==> src/rtl/instr_fetch_pkg.sv <==
// Shared definitions for the fetch and decode stages: FSM encodings,
// the canonical NOP and the base opcodes decode keys on.
package instr_fetch_pkg;

    typedef enum logic [1:0] {
        ST_IDLE = 2'b00,
        ST_REQ  = 2'b01,
        ST_WAIT = 2'b10,
        ST_HOLD = 2'b11
    } fetch_state_t;

    localparam logic [31:0] NOP_INSTR   = 32'h0000_0013;  // addi x0,x0,0
    localparam logic [6:0]  OPC_R_TYPE  = 7'b0110011;
    localparam logic [6:0]  OPC_I_TYPE  = 7'b0010011;

endpackage

==> src/rtl/instr_fetch.sv <==
// Instruction fetch stage: one outstanding word request to instruction
// memory, a held output word for the decoder, and redirect with discard.
module instr_fetch
    import instr_fetch_pkg::*;
#(
    parameter logic [31:0] RESET_PC = 32'h0000_0000
) (
    input  logic        clk,
    input  logic        rst,
    input  logic        fetch_en,
    input  logic        redirect_valid,
    input  logic [31:0] redirect_pc,
    output logic        imem_req_valid,
    input  logic        imem_req_ready,
    output logic [31:0] imem_addr,
    input  logic        imem_rsp_valid,
    input  logic [31:0] imem_rsp_data,
    output logic        instr_valid,
    input  logic        instr_ready,
    output logic [31:0] instr,
    output logic [31:0] instr_pc
);

    // Handshakes: a transfer happens on a rising edge where valid and ready
    // are both high; valid never depends on ready, and the payload is held
    // stable while valid is high and no transfer (or redirect) has happened.

    fetch_state_t state, state_d;
    logic [31:0]  pc, pc_d;
    logic [31:0]  instr_q, instr_d;
    logic [31:0]  instr_pc_q, instr_pc_d;
    logic         discard, discard_d;
    logic [31:0]  redirect_tgt;

    assign redirect_tgt = redirect_pc & 32'hFFFF_FFFC;

    always_ff @(posedge clk) begin
        if (rst) begin
            state      <= ST_IDLE;
            pc         <= RESET_PC;
            discard    <= 1'b0;
            instr_q    <= NOP_INSTR;
            instr_pc_q <= RESET_PC;
        end else begin
            state      <= state_d;
            pc         <= pc_d;
            discard    <= discard_d;
            instr_q    <= instr_d;
            instr_pc_q <= instr_pc_d;
        end
    end

    always_comb begin
        state_d    = state;
        pc_d       = pc;
        discard_d  = discard;
        instr_d    = instr_q;
        instr_pc_d = instr_pc_q;

        case (state)
            ST_IDLE: begin
                if (redirect_valid) begin
                    pc_d = redirect_tgt;
                end else if (fetch_en) begin
                    state_d = ST_REQ;
                end
            end

            ST_REQ: begin
                if (redirect_valid) begin
                    pc_d = redirect_tgt;
                    // A request accepted this cycle was for the old PC.
                    if (imem_req_ready) begin
                        discard_d = 1'b1;
                        state_d   = ST_WAIT;
                    end
                end else if (imem_req_ready) begin
                    state_d = ST_WAIT;
                end
            end

            ST_WAIT: begin
                if (redirect_valid) begin
                    pc_d = redirect_tgt;
                    if (imem_rsp_valid) begin
                        discard_d = 1'b0;
                        state_d   = ST_REQ;
                    end else begin
                        discard_d = 1'b1;
                    end
                end else if (imem_rsp_valid) begin
                    if (discard) begin
                        discard_d = 1'b0;
                        state_d   = fetch_en ? ST_REQ : ST_IDLE;
                    end else begin
                        instr_d    = imem_rsp_data;
                        instr_pc_d = pc;
                        pc_d       = pc + 32'd4;
                        state_d    = ST_HOLD;
                    end
                end
            end

            ST_HOLD: begin
                // A redirect flushes the held word even if the decoder is
                // ready this cycle; that word does not count as consumed.
                if (redirect_valid) begin
                    instr_d = NOP_INSTR;
                    pc_d    = redirect_tgt;
                    state_d = ST_REQ;
                end else if (instr_ready) begin
                    instr_d = NOP_INSTR;
                    state_d = fetch_en ? ST_REQ : ST_IDLE;
                end
            end

            default: state_d = ST_IDLE;
        endcase
    end

    assign imem_req_valid = (state == ST_REQ);
    assign instr_valid    = (state == ST_HOLD);
    assign imem_addr      = pc;
    assign instr          = instr_q;
    assign instr_pc       = instr_pc_q;

endmodule

==> config.mk <==
export PLATFORM = sky130hd
export DESIGN_NAME = instr_fetch
export DESIGN_NICKNAME = d
export VERILOG_FILES = /design/src/rtl/instr_fetch_pkg.sv /design/src/rtl/instr_fetch.sv
export SDC_FILE = /design/constraint.sdc
export NUM_CORES = 1
export LEC_CHECK = 0
export ABC_CLOCK_PERIOD_IN_PS = 4000
export CELL_PAD_IN_SITES_DETAIL_PLACEMENT = 1
export CELL_PAD_IN_SITES_GLOBAL_PLACEMENT = 1
export CORE_MARGIN = 2
export CORE_UTILIZATION = 30
export DETAILED_ROUTE_END_ITERATION = 7
export GPL_TIMING_DRIVEN = 1
export HOLD_SLACK_MARGIN = 0.06
export PLACE_DENSITY = 0.79
export SLEW_MARGIN = 20
export SYNTH_ARGS = -nofsm -noshare
export SYNTH_HDL_FRONTEND = slang
export SYNTH_SLANG_ARGS = --single-unit
==> constraint.sdc <==
create_clock -name clk -period 4 [get_ports clk]
set_clock_uncertainty 0.1 [all_clocks]
set_input_delay 0.8 -clock clk [delete_from_list [all_inputs] [get_ports clk]]
set_output_delay 0.8 -clock clk [all_outputs]
set_load 0.02 [all_outputs]
==> run metrics <==
deepest clock path buffer count 2; post-synthesis sequential area ratio 43.2%; ys flop type dfxtp_1; layer carrying the most global-route usage met2; required time worst endpoint 3100 ps; Yosys cell types 60; # clock sinks 95; cell taking the most area after synthesis dfxtp_1; Setup Buffers After CTS 0; share of the synthesized area in the top cell type 43.2%; H-tree Lvls 3; Worst-Margin Slew 946 ps; Filler Cell Count 1,755; row count 44; power density over the cells 356 mW/mm^2; crit path launch type flop; die area 0.0157 sq mm; Tcrit/Tclk final approximately three quarters; critical path endpoint category primary output; Post-Syn Area 0.00440 sq mm; post-route antenna net violation count 0; io pins 169; Critical Path AT 2140 ps; fmax 329 MHz; area grow syn2layout 45.6%; final setup TNS 0 ps; Final setup viols 0; Slew HR 36.9%; fin crit period 3040 ps; Syn Inst Count 561; PortBufs 162; Clock Latency Late Sink 350 ps; Die W approximately 130 um; Max VDD drop around 0.16 mV; max_cap viols 0; clock buffer count from CTS 9; largest net degree at the start of global routing 63; unrepaired setup endpoints after global routing no; Yosys warnings 0; GR Util met2 between 30% and 40%; ant diodes 0; Pre-antenna DRT Iters 4; final slew viol count 0; routing usage on met3 7.57%; clk root buf clkbuf_16; total wire length 16.0 mm; Synth Area per Inst 7.85 sq um; WL/cell 17.9 um; final net count 777; status finished clean; #FFs+latches synth between 90 and 100; ys async rst share 0%; detailed-placement wirelength estimate ~11 mm; Hold-fix buffers, CTS 0; final hold vios 0; placed insts between 800 and 900; GPL Wtd Cong between 0.8 and 0.9; Setup CP Type flop to primary output; antenna violations before repair 0; post-cts gate resize count 0; DR iter-0 viols ~280; most common cell after layout, fill and taps aside clkdlybuf4s50_1; Finished Layout Cells 894; Area contributors post-synth dfxtp_1 (43%), nand2_1 (9.8%), a21oi_1 (8.5%), nand3_1 (6.6%), nor2_1 (2.8%); WHS 353 ps; first-pass GRT wire length between 20 and 30 mm; chip height 125 um; GR Util met1 23.5%; HP Class flop to flop; total number of vias 4,753; leak pwr 2.15 nW; CTS tree yes; Starting Density between 30% and 40%; grt total ovfl 0; vias in the first global route slightly below 5,000; Core ar. 0.0144 sq mm; clock-pin transition on the worst setup and hold timing paths 70 ps; overall routing resource usage 20.2%; fraction of layout cells with a size suffix above 1 around 6.1%; EDFF count, synth 0; most frequent cells in the layout clkdlybuf4s50_1 (161), nand2_1 (115), dfxtp_1 (95); largest fanout on the critical path 30; post-DR vias/cell roughly 5.3; DRC 0
stage by stage:
stage	util (%)	cell area, sq um	setup WS (ps)	total power [mW]
after floorplan	-	4410	1860	1.23
after global placement	42.4	6110	800	1.40
after detailed placement	42.4	6110	733	1.41
after CTS	44.4	6410	926	2.31
after global routing	44.4	6410	811	2.38
final	44.4	6410	963	2.28
final timing paths:
path / cells after the start / slack [ps] / start / to
max reg2reg: 5 / 1540 / imem_addr[7] / imem_addr[31]
max: 4 / 960 / state[1] / instr_valid
min: 2 / 350 / instr[3] / instr[3]
min reg2reg: 2 / 350 / instr[3] / instr[3]
sequential cells by signal (all words and copies together), names as in the netlist:
signal and cells:
instr 32, discard 1, imem_addr 30, state 2, instr_pc 30
final cells by class:
class | count | area, sq um | area share [%]
multi-input cells | 419 | 2240 | 34.9
flip-flops and latches | 95 | 1900 | 29.7
repair buffers | 176 | 1720 | 26.9
clock buffers | 11 | 243 | 3.79
well taps | 184 | 230 | 3.59
clock inverters | 5 | 56.3 | 0.878
inverters | 4 | 15.0 | 0.234
kinds of logic after synthesis:
logic type / share of synthesized area, %
and+or+nand+nor: 30.1
AOI/OAI and AO/OA: 18.6
DFF: 43.2
buffers and inverters: 6.28
xor gates and xnor gates: 0.995
muxes: 0.455
adders and majority gates: 0.284
other: 0.0852
power breakdown:
part | total (mW) | switching (mW) | internal, mW
Combinational | 0.352 | 0.181 | 0.172
Sequential | 1.04 | 0.0572 | 0.982
Clock | 0.890 | 0.388 | 0.503
Total | 2.28 | 0.625 | 1.66
worst max-delay path, cell delays in order (launching register included):
cell and delay, ps:
dfxtp_1 640, nand2_1 110, buf_4 260, inv_1 150, clkdlybuf4s50_1 620
layer usage:
| layer | part of all wire [%] | vias up |
|---|---|---|
| met5 | 0 | - |
| met4 | 1.2 | 0 |
| met3 | 8.8 | 15 |
| met2 | 48 | 166 |
| met1 | 42 | 2305 |
| li1 | - | 2267 |
cell usage after synthesis (6+ instances only):
cell type / count
nand3_1: 58
buf_2: 11
nor3_1: 9
clkbuf_1: 22
nand4_1: 12
o311ai_0: 6
buf_6: 6
a21oi_1: 75
nand2_1: 115
nor2_1: 33
o211ai_1: 6
o21ai_0: 17
dfxtp_1: 95
and3_1: 7
Power figures use the tool's default switching activity.
